<file path="src/rtl/fifo_pkg.sv">
// Shared defaults and pointer-width helper for the single-clock FIFO.
package fifo_pkg;

  localparam int unsigned DATA_WIDTH_DEF = 8;
  localparam int unsigned DEPTH_DEF      = 16;

  // One extra MSB over the address bits distinguishes full from empty.
  function automatic int unsigned ptr_width(input int unsigned depth);
    return 32'($clog2(depth)) + 32'd1;
  endfunction

  typedef logic [ptr_width(DEPTH_DEF)-1:0] ptr_def_t;

endpackage

</file>
<file path="src/rtl/fifo_mem.sv">
// FIFO storage: one synchronous write port and a registered read port.
// Only the read-data register is reset; the array itself keeps its contents.
module fifo_mem
  import fifo_pkg::*;
#(
  parameter int unsigned DATA_WIDTH = DATA_WIDTH_DEF,
  parameter int unsigned DEPTH      = DEPTH_DEF,
  parameter int unsigned ADDR_WIDTH = $clog2(DEPTH)
) (
  input  logic                  clk,
  input  logic                  rst_n,
  input  logic                  wr_en,
  input  logic [ADDR_WIDTH-1:0] wr_addr,
  input  logic [DATA_WIDTH-1:0] wr_data,
  input  logic                  rd_en,
  input  logic [ADDR_WIDTH-1:0] rd_addr,
  output logic [DATA_WIDTH-1:0] rd_data
);

  logic [DATA_WIDTH-1:0] mem_q [DEPTH];
  logic [DATA_WIDTH-1:0] rd_data_q;
  logic [DATA_WIDTH-1:0] rd_data_d;

  always_ff @(posedge clk) begin
    if (wr_en) begin
      mem_q[wr_addr] <= wr_data;
    end
  end

  // Read data holds unless a read is accepted.
  always_comb begin
    rd_data_d = rd_data_q;
    if (rd_en) begin
      rd_data_d = mem_q[rd_addr];
    end
  end

  always_ff @(posedge clk) begin
    if (!rst_n) begin
      rd_data_q <= '0;
    end else begin
      rd_data_q <= rd_data_d;
    end
  end

  assign rd_data = rd_data_q;

endmodule

</file>
<file path="src/rtl/fifo_buffer.sv">
// Single-clock FIFO: wrap-bit pointers, full/empty status, registered read data.
// Define FIFO_ERR_FLAGS_EN to add sticky overflow/underflow flags.
module fifo_buffer
  import fifo_pkg::*;
#(
  parameter int unsigned DATA_WIDTH = DATA_WIDTH_DEF,
  parameter int unsigned DEPTH      = DEPTH_DEF
) (
  input  logic                  wclk,
  input  logic                  wreset,
  input  logic [DATA_WIDTH-1:0] datain,
  input  logic                  we,
  input  logic                  re,
  output logic [DATA_WIDTH-1:0] dataout,
  output logic                  full,
  output logic                  empty
`ifdef FIFO_ERR_FLAGS_EN
  ,
  output logic                  overflow,
  output logic                  underflow
`endif
);

  // DEPTH must be a power of two >= 2 for the wrap-bit scheme to hold.
  localparam int unsigned ADDR_WIDTH = $clog2(DEPTH);
  localparam int unsigned PTR_WIDTH  = ptr_width(DEPTH);

  logic [PTR_WIDTH-1:0] wptr_q, wptr_d;
  logic [PTR_WIDTH-1:0] rptr_q, rptr_d;
  logic                 wr_acc;
  logic                 rd_acc;

  // Status comes straight from the pointer registers.
  assign empty = (wptr_q == rptr_q);
  assign full  = (wptr_q[ADDR_WIDTH-1:0] == rptr_q[ADDR_WIDTH-1:0]) &&
                 (wptr_q[ADDR_WIDTH] != rptr_q[ADDR_WIDTH]);

  // Requests are dropped on a reset edge.
  assign wr_acc = we && !full && wreset;
  assign rd_acc = re && !empty && wreset;

  always_comb begin
    wptr_d = wptr_q;
    rptr_d = rptr_q;
    if (wr_acc) begin
      wptr_d = wptr_q + PTR_WIDTH'(1);
    end
    if (rd_acc) begin
      rptr_d = rptr_q + PTR_WIDTH'(1);
    end
  end

  always_ff @(posedge wclk) begin
    if (!wreset) begin
      wptr_q <= '0;
      rptr_q <= '0;
    end else begin
      wptr_q <= wptr_d;
      rptr_q <= rptr_d;
    end
  end

  fifo_mem #(
    .DATA_WIDTH (DATA_WIDTH),
    .DEPTH      (DEPTH),
    .ADDR_WIDTH (ADDR_WIDTH)
  ) u_mem (
    .clk     (wclk),
    .rst_n   (wreset),
    .wr_en   (wr_acc),
    .wr_addr (wptr_q[ADDR_WIDTH-1:0]),
    .wr_data (datain),
    .rd_en   (rd_acc),
    .rd_addr (rptr_q[ADDR_WIDTH-1:0]),
    .rd_data (dataout)
  );

`ifdef FIFO_ERR_FLAGS_EN
  logic overflow_q, overflow_d;
  logic underflow_q, underflow_d;

  // Sticky until reset.
  always_comb begin
    overflow_d  = overflow_q  | (we && full);
    underflow_d = underflow_q | (re && empty);
  end

  always_ff @(posedge wclk) begin
    if (!wreset) begin
      overflow_q  <= 1'b0;
      underflow_q <= 1'b0;
    end else begin
      overflow_q  <= overflow_d;
      underflow_q <= underflow_d;
    end
  end

  assign overflow  = overflow_q;
  assign underflow = underflow_q;
`endif

endmodule

</file>
<file path="config.mk">
export PLATFORM = sky130hd
export DESIGN_NAME = fifo_buffer
export DESIGN_NICKNAME = d
export VERILOG_FILES = /design/src/rtl/fifo_pkg.sv /design/src/rtl/fifo_mem.sv /design/src/rtl/fifo_buffer.sv
export SDC_FILE = /design/constraint.sdc
export NUM_CORES = 1
export LEC_CHECK = 0
export BUFFER_PORTS_ARGS = -buffer_cell sky130_fd_sc_hd__buf_2
export CORE_MARGIN = 1.5
export CORE_UTILIZATION = 61
export CTS_CLUSTER_SIZE = 16
export DETAILED_ROUTE_END_ITERATION = 7
export GPL_ROUTABILITY_DRIVEN = 0
export GPL_TIMING_DRIVEN = 0
export PLACE_DENSITY = 0.86
export SYNTH_ARGS = -nofsm -noshare
export SYNTH_HDL_FRONTEND = slang
export SYNTH_HIERARCHICAL = 1
export SYNTH_SLANG_ARGS = --single-unit
</file>
<file path="constraint.sdc">
create_clock -name wclk -period 2.95 [get_ports wclk]
set_input_delay 0.1475 -clock wclk [delete_from_list [all_inputs] [get_ports wclk]]
set_output_delay 0.1475 -clock wclk [all_outputs]
set_load 0.02 [all_outputs]
</file>
==> impl_metrics.toml, run 1 <==
[clock_tree]
htreeDepth = 4
cts_tree = "yes"
postCtsSetupBuffers = 0
insertion_delay_ns = 0.52
cts_root_buffer = "clkbuf_8"
clockBufferDepth = 2
clk_transition_reported_paths_ns = 0.06
cts_buffers = 17
clkSinkCount = 146

[synthesis]
syn-cell-area_mm2 = 0.00597
ys_seq_area_share_pct = 70.5
yosysTopAreaCellShare_pct = 64.4
synth_cells = 387
synth_area_per_cell_um2 = 15.4
synth-seq-cells = 146
yosysUniqueCellTypes = 29
syn_nets = 401
yosysTopAreaCell = "edfxtp_1"
synth_area_leaders = "edfxtp_1, mux2i_1, dfxtp_1, a22oi_1, nand3_1"
yosysWarnings = 6

[critical_path]
worstPathRequired_ns = 3.11
worstSetupPathType = "reg -> reg"
slowest_delay_ns = 0.62
path_max_fanout = 11
crit_path_end_kind = "flip-flop"
startpoint_type = "flip-flop"
path_buf_inv = 0
critPathArrivalTime_ns = 2.97
cp_slowest_cell = "dfxtp_1"
worst_path_dominant_cell_family = "simple AND/OR/NAND/NOR gates"
crit_chain = "xor2_1, nor4_4, a21boi_2, and2_1, or3b_1, nor2_2"

[global_route]
grt_use_met1_pct = 35.5
gr-total-overflow = 0
grt_pass1_wl_um = 19700
grt_usage_pct = 27.1
met2_usage_pct = 44.7
top_usage_layer = "met2"
antenna_found_initial = 0
grt_pass1_vias = 3390
gr-usage-met3_pct = 7.25
grt_max_degree = 17

[timing]
hold_violations = 0
whs_ns = 0.00999
fin_crit_ns = 2.82
slew_headroom_pct = 36.0
clock.fmax_mhz = 355
setup_viol = 0
rsz0062_at_grt = "true"
drv_slew = 0
final.period_utilization_pct = 95.5
tightest_slew_ns = 0.955
finClkSkew_ns = 0.00825

[die]
die_area_mm2 = 0.0104
row_count = 35
core_mm2 = 0.00937
dieHeight_um = 102
initial_core_util_pct = 63.7
die_x_um = 102
io_pins = 22

[drt]
drtIter0Drc = 512
ant_nets = 0
first_pass_iters = 6
drc = 0
wl_um = 13000
dr_total_vias = 3601
wl_per_cell_um = 22.9
avgViaCountPerCell = 6.32

[placed_design]
portBuffers = 21
dp_cells = 537
hpwl_um = 7820

[finish]
layout-area-overhead-vs-synth_pct = 16.1
instances_no_fill = 570
diodes = 0
nets = 442
drive_gt1_share_pct = 18.4

[job]
cap_viol_max_count = 0

[power]
vdd_drop_max_uv = 504
leakagePower_uw = 0.00226
p_per_area_mw_per_mm2 = 711

[min_path]
hold_path.class = "in -> reg"

[status]
status = "finished clean"
path summary, 6_finish.rpt:
path                    startpoint                end  slack (ns)  cells after the start
setup / recovery         wptr_q[1]  u_mem/mem_q[3][5]        0.13                      6
hold reg to reg   u_mem/rd_data[3]   u_mem/rd_data[3]        0.47                      2
setup reg to reg         wptr_q[1]  u_mem/mem_q[3][5]        0.13                      6
hold / removal                  re          rptr_q[2]        0.01                      4
flip-flops by register name (all words and copies together) (netlist names):
signal and cells:
u_mem/mem_q 128, u_mem/rd_data 8, rptr_q 5, wptr_q 5
synthesized netlist by cell type, drive strengths merged:
cell type,n
a21boi,2
a21oi,14
a22oi,24
and2,5
buf,15
clkbuf,2
dfxtp,18
edfxtp,128
ha,2
mux2i,74
nand2,32
nand2b,10
nand3,26
nand3b,2
nand4,4
nor2,14
nor2b,3
nor3,4
nor4,1
or3b,1
xnor2,1
xor2,5
cell usage in the layout (no fill, tap or decap), types with 4 or more instances in the layout:
cell type and count:
dfxtp_1 17, buf_2 25, nand2_1 32, a21oi_1 14, mux2i_1 74, xor2_1 5, nand3_1 26, bufinv_16 5
nand4_1 4, nor2_2 4, nand2b_1 10, nor2_1 9, a22oi_1 24, clkinvlp_4 4, inv_6 4, edfxtp_1 128
clkbuf_16 16
worst register-to-register path, stage by stage (launching register included):
cell      delay, ns
dfxtp_1        0.62
xor2_1         0.28
nor4_4         0.13
a21boi_2       0.25
and2_1         0.21
or3b_1         0.50
nor2_2         0.47
metrics by stage:
stage | power (µW) | TNS [ns] | setup slack, ns | cell area (µm²) | util, %
floorplan | 2510 | 0 | 0.313 | 5970 | -
global placement | 2620 | -1.84 | -0.231 | 6230 | 66.5
detailed placement | 2630 | -4.75 | -0.362 | 6230 | 66.5
CTS | 4920 | -0.0939 | -0.0120 | 6910 | 73.7
global route | 5040 | -0.0333 | -0.00506 | 6920 | 73.9
finish | 4920 | 0 | 0.134 | 6920 | 73.9
kinds of logic (layout without fill, tap and decap cells):
family | Yosys count | in the layout | synth area share [%]
compound gates | 40 | 40 | 4.57
mux | 74 | 74 | 12.4
fa+ha+maj | 2 | 2 | 0.419
simple gates | 102 | 102 | 8.60
buf+inv | 17 | 71 | 2.64
flops | 146 | 146 | 70.5
xor+xnor | 6 | 6 | 0.881
report_power, final:
group	internal [µW]	switching [µW]
clock network	1470	853
registers	2280	30.6
logic	92.2	200
total	3840	1080
final cells by class:
class,instances,area [µm²]
Sequential cell,146,4210
Fill cell,567,2450
Multi-Input combinational cell,224,1640
Clock buffer,18,418
Clock inverter,14,224
Tap cell,129,161
Buffer,17,158
Timing Repair Buffer,22,115
layer usage:
| metal | share of wire (%) | routed length [µm] |
|---|---|---|
| met4 | 2.7 | 350 |
| met5 | 0 | 0 |
| met3 | 8.7 | 1130 |
| met1 | 39 | 5120 |
| met2 | 49 | 6440 |
what timing repair did:
| action | in CTS | in global routing |
|---|---|---|
| gates resized for setup | 5 | 5 |
| endpoints found under the setup margin | 32 | 48 |
| hold endpoints to repair | 3 | 0 |
| hold buffers | 1 | 0 |
Power figures use the tool's default switching activity.
==> run 2: changes to the inputs <==
- GPL_TIMING_DRIVEN: 0 -> not set
==> impl_metrics.toml, run 2 (synthesis results as in run 1) <==
[status]
status = "finished clean"

[critical_path]
crit_chain = "xor2_1, nor4_4, a21boi_2, and2_1, nand3b_1, nor3_1"
worstPathRequired_ns = 3.09
worst_path_dominant_cell_family = "simple AND/OR/NAND/NOR gates"
slowest_delay_ns = 0.81
worstSetupPathType = "reg -> reg"
r2r-start = "rptr_q[3]"
crit_path_end_kind = "flip-flop"
cp_slowest_cell = "nor3_1"
path_max_fanout = 10
critPathArrivalTime_ns = 2.82
startpoint = "rptr_q[3]"
startpoint_type = "flip-flop"
path_buf_inv = 0

[finish]
diodes = 0
layout_commonest_cell = "edfxtp_1"
layout-area-overhead-vs-synth_pct = 13.7
final_cell_mix = "edfxtp_1, mux2i_1, nand2_1, nand3_1, a22oi_1"
regMostFlops = "u_mem/mem_q"
fill_cells = 582
instances_no_fill = 570
largest_register_ffs = 128
drive_gt1_share_pct = 17.7
nets = 442

[die]
dieHeight_um = 102
io_pins = 22
initial_core_util_pct = 63.7
core_mm2 = 0.00937
row_count = 35
die_x_um = 102
die_area_mm2 = 0.0104

[power]
switching_share_pct = 23.7
vdd_drop_max_uv = 395
p_comb_share_pct = 6.6
leakagePower_uw = 0.00222
switchingPower_uw = 1090
p_per_area_mw_per_mm2 = 679
power_report.internal_total_uw = 3510
power.share.sequential_pct = 49.7
p_clk_share_pct = 43.7

[global_route]
antenna_found_initial = 0
gr-total-overflow = 0
grt_usage_pct = 25.9
grt_pass1_vias = 3354
grt_pass1_wl_um = 18700
grt_max_degree = 69

[clock_tree]
cts_root_buffer = "clkbuf_8"
cts_buffers = 17
htreeDepth = 4
clk_transition_reported_paths_ns = 0.06
postCtsSetupBuffers = 0
clkSinkCount = 146
cts_tree = "yes"
clockBufferDepth = 2
insertion_delay_ns = 0.52

[job]
cap_viol_max_count = 0

[placed_design]
hpwl_um = 7300
portBuffers = 21
dp_cells = 537

[timing]
fin_crit_ns = 2.68
drv_slew = 0
final.setup.tns_ns = 0
clock.fmax_mhz = 373
tightest_slew_ns = 1.14
final.period_utilization_pct = 90.8
slew_headroom_pct = 24.1
rsz0062_at_grt = "false"
setup_viol = 0
finClkSkew_ns = 0.0102
hold_violations = 0

[drt]
wl_per_cell_um = 21.5
ant_nets = 0
wl_um = 12300
drc = 0
avgViaCountPerCell = 6.12
drtIter0Drc = 396
dr_total_vias = 3491
first_pass_iters = 6

[min_path]
min_from = "datain[0]"
hold_path.class = "in -> reg"
run 2: through the flow:
step	hold WS [ns]	area [µm²]	total power [µW]	util, %	worst slack, ns
after floorplan	0.246	5970	2510	-	0.313
after global placement	0.436	6210	2610	66.2	0.470
after detailed placement	0.441	6210	2620	66.2	0.327
after CTS	0.00786	6780	4620	72.4	0.307
after global routing	0.0125	6780	4740	72.4	0.106
final	0.0237	6780	4600	72.4	0.270
run 2: final cells by class:
class / instances / area [µm²] / area share, %
clock buffers: 17 / 414 / 6.11
repair buffers: 39 / 243 / 3.58
well taps: 129 / 161 / 2.38
flip-flops and latches: 146 / 4210 / 62.0
clock inverters: 15 / 151 / 2.23
multi-input cells: 224 / 1600 / 23.7
run 2: power by group through the flow:
stage | registers [µW] | clock network, µW | logic [µW]
finish | 2290 | 2010 | 303
CTS | 2290 | 2030 | 298
global route | 2290 | 2130 | 327
detailed placement | 2330 | 0 | 293
global placement | 2330 | 0 | 280
floorplan | 2350 | 0 | 157
run 2: repair_timing:
item,CTS,global route
hold buffers,1,0
resized for setup,0,0
hold endpoints to repair,1,0
run 2: path summary, 6_finish.rpt:
path                   endpoint  slack, ns  depth (start not counted)
min reg2reg    u_mem/rd_data[5]       0.45                          2
min          u_mem/mem_q[13][0]       0.02                          1
max reg2reg   u_mem/mem_q[4][7]       0.27                          6
max           u_mem/mem_q[4][7]       0.27                          6
run 2: metal layers:
layer  global-route usage (%)  vias up  share of wire, %
li1                         -     1564                 -
met1                     33.6     1694                39
met2                     40.1      207                49
met3                     9.03       26               9.8
met4                     11.3        0               2.5
met5                        0        -                 0
==> run 3: changes to the inputs <==
- PLACE_DENSITY: 0.86 -> 0.79
- SYNTH_HIERARCHICAL: 1 -> not set
==> impl_metrics.toml, run 3 <==
[synthesis]
synth_most_common_cell = "edfxtp_1"
synth_flop_cell = "edfxtp_1"
yosysWarnings = 0
synth_common_cells = "edfxtp_1, mux2i_1, dfxtp_1"
synth_area_leaders = "edfxtp_1, dfxtp_1, mux2i_1, mux4_2, a221oi_1"
synth_cells = 337
syn_nets = 354
synth_top_family_by_area = "multiplexers"
synth_area_per_cell_um2 = 17.4
yosysTopAreaCellShare_pct = 65.5
synthMuxAreaShare_pct = 12.3
yosysTopAreaCell = "edfxtp_1"
ys_seq_area_share_pct = 71.6
synth_fa_ha_area_share_pct = 1.07
synth-seq-cells = 146
yosys.area_share.simple_pct = 4.43
ys_async_sr_fraction_pct = 0
syn-cell-area_mm2 = 0.00587
synth_compound_area_share_pct = 6.72
synth_edf_count = 128
yosysUniqueCellTypes = 38
synth_xor_area_share_pct = 1.19

[finish]
layout-area-overhead-vs-synth_pct = 14.1
fill_cells = 583
diodes = 0
nets = 390
drive_gt1_share_pct = 25.1
final_cell_mix = "edfxtp_1, mux2i_1, buf_2, buf_4, dfxtp_1"
layout_commonest_cell = "edfxtp_1"
instances_no_fill = 515
finalCoreUtilization_pct = 72.1
regMostFlops = "u_mem.mem_q"
largest_register_ffs = 128

[critical_path]
startpoint = "wptr_q[3]"
r2r-start = "wptr_q[3]"
cp_slowest_cell = "dfxtp_1"
worstSetupPathType = "reg -> out"
path_max_fanout = 14
crit_chain = "xnor2_1, nand4_2, nor2_1, buf_2"
crit_path_end_kind = "primary output"
worstPathRequired_ns = 2.80
critPathArrivalTime_ns = 2.05
startpoint_type = "flip-flop"
slowest_delay_ns = 0.66

[die]
dieHeight_um = 101
die_area_mm2 = 0.0102
initial_core_util_pct = 63.2
die_x_um = 101
row_count = 35
core_mm2 = 0.00928
io_pins = 22

[timing]
rsz0062_at_grt = "false"
hold_violations = 0
drv_slew = 0
final.setup.tns_ns = 0
slew_headroom_pct = 53.1
layout_setup_ws_ns = 0.751
finClkSkew_ns = 0.0109
tightest_slew_ns = 0.704
clock.fmax_mhz = 455
final.period_utilization_pct = 74.6
setup_viol = 0
fin_crit_ns = 2.20

[clock_tree]
clkSinkCount = 146
clk_transition_reported_paths_ns = 0.06
insertion_delay_ns = 0.53
cts_buffers = 17
ctsHoldBuffers = 0
htreeDepth = 4
cts_root_buffer = "clkbuf_8"
cts_tree = "yes"
postCtsSetupBuffers = 0
clockBufferDepth = 2
cts-resized-gates = 0

[global_route]
gr-total-overflow = 0
grt_pass1_wl_um = 17700
grt_usage_pct = 25.1
grt_pass1_vias = 3081
grt_max_degree = 37
antenna_found_initial = 0

[drt]
wl_per_cell_um = 22.8
avgViaCountPerCell = 6.13
first_pass_iters = 5
drc = 0
drtIter0Drc = 264
dr_total_vias = 3158
ant_nets = 0
wl_um = 11700

[placed_design]
hpwl_um = 7210
place_ws_ns = 0.799
portBuffers = 21
dp_cells = 483

[power]
leakagePower_uw = 0.00212
p_per_area_mw_per_mm2 = 662
vdd_drop_max_uv = 443

[status]
status = "finished clean"

[min_path]
hold_path.class = "in -> reg"
min_from = "datain[4]"

[job]
cap_viol_max_count = 0
[run 3: cell count changes after synthesis, moves of 9 or more]
cell,before,now
nand3_1,26,2
mux4_2,0,16
nand2b_1,10,0
nor2_1,12,2
mux2i_1,74,36
a22oi_1,24,8
o211ai_1,0,9
nand2_1,32,11
[run 3: stage by stage]
step | instance area [µm²] | hold WS [ns] | total power, µW
2_1_floorplan | 5870 | 0.246 | 2500
3_3_place_gp | 6170 | 0.466 | 2600
3_5_place_dp | 6170 | 0.494 | 2600
4_1_cts | 6700 | 0.0348 | 4460
5_1_grt | 6700 | 0.0424 | 4550
6_report | 6700 | 0.0341 | 4430
[run 3: cells by family (layout without fill, tap and decap cells)]
| logic type | Yosys count | after routing |
|---|---|---|
| AO/OA/AOI/OAI | 56 | 56 |
| flip-flops | 146 | 146 |
| XOR/XNOR | 8 | 8 |
| AND/OR/NAND/NOR | 43 | 43 |
| adder cells (fa/ha/maj) | 5 | 5 |
| multiplexers | 52 | 52 |
| buffers and inverters | 27 | 76 |
[run 3: final timing paths]
path | end | slack (ns) | cells past startpoint
setup reg to reg | u_mem.mem_q[9][3] | 0.75 | 5
hold / removal | u_mem.mem_q[2][4] | 0.03 | 1
setup / recovery | empty | 0.75 | 4
hold reg to reg | rptr_q[4] | 0.50 | 1
[run 3: critical path: cells and delay by family (launching register included)]
| kind | cells | cell delay [ns] |
|---|---|---|
| flops | 1 | 0.66 |
| buf+inv | 1 | 0.20 |
| xor+xnor | 1 | 0.22 |
| simple gates | 2 | 0.44 |
[run 3: final cells by class]
type                       instances  area [µm²]  area share [%]
clock buffer                      17         414            6.19
clock inverter                    15         109            1.63
inverter                           3        11.3           0.168
multi-input combinational        164        1530            22.8
sequential                       146        4210            62.8
tap                              129         161            2.41
timing repair buffer              41         268            4.00
[run 3: power by group]
part           total, µW  switching [µW]  internal (µW)
Clock               1870             836           1040
Combinational        248             163           84.6
Sequential          2310            31.6           2280
Total               4430            1030           3400
[run 3: metal layers]
metal	GRT usage, %	vias to the layer above	wire length [µm]
met1	34.4	1566	4840
met3	5.06	18	891
met2	39.6	147	5760
li1	-	1427	-
met4	10.9	0	240
met5	0	-	0
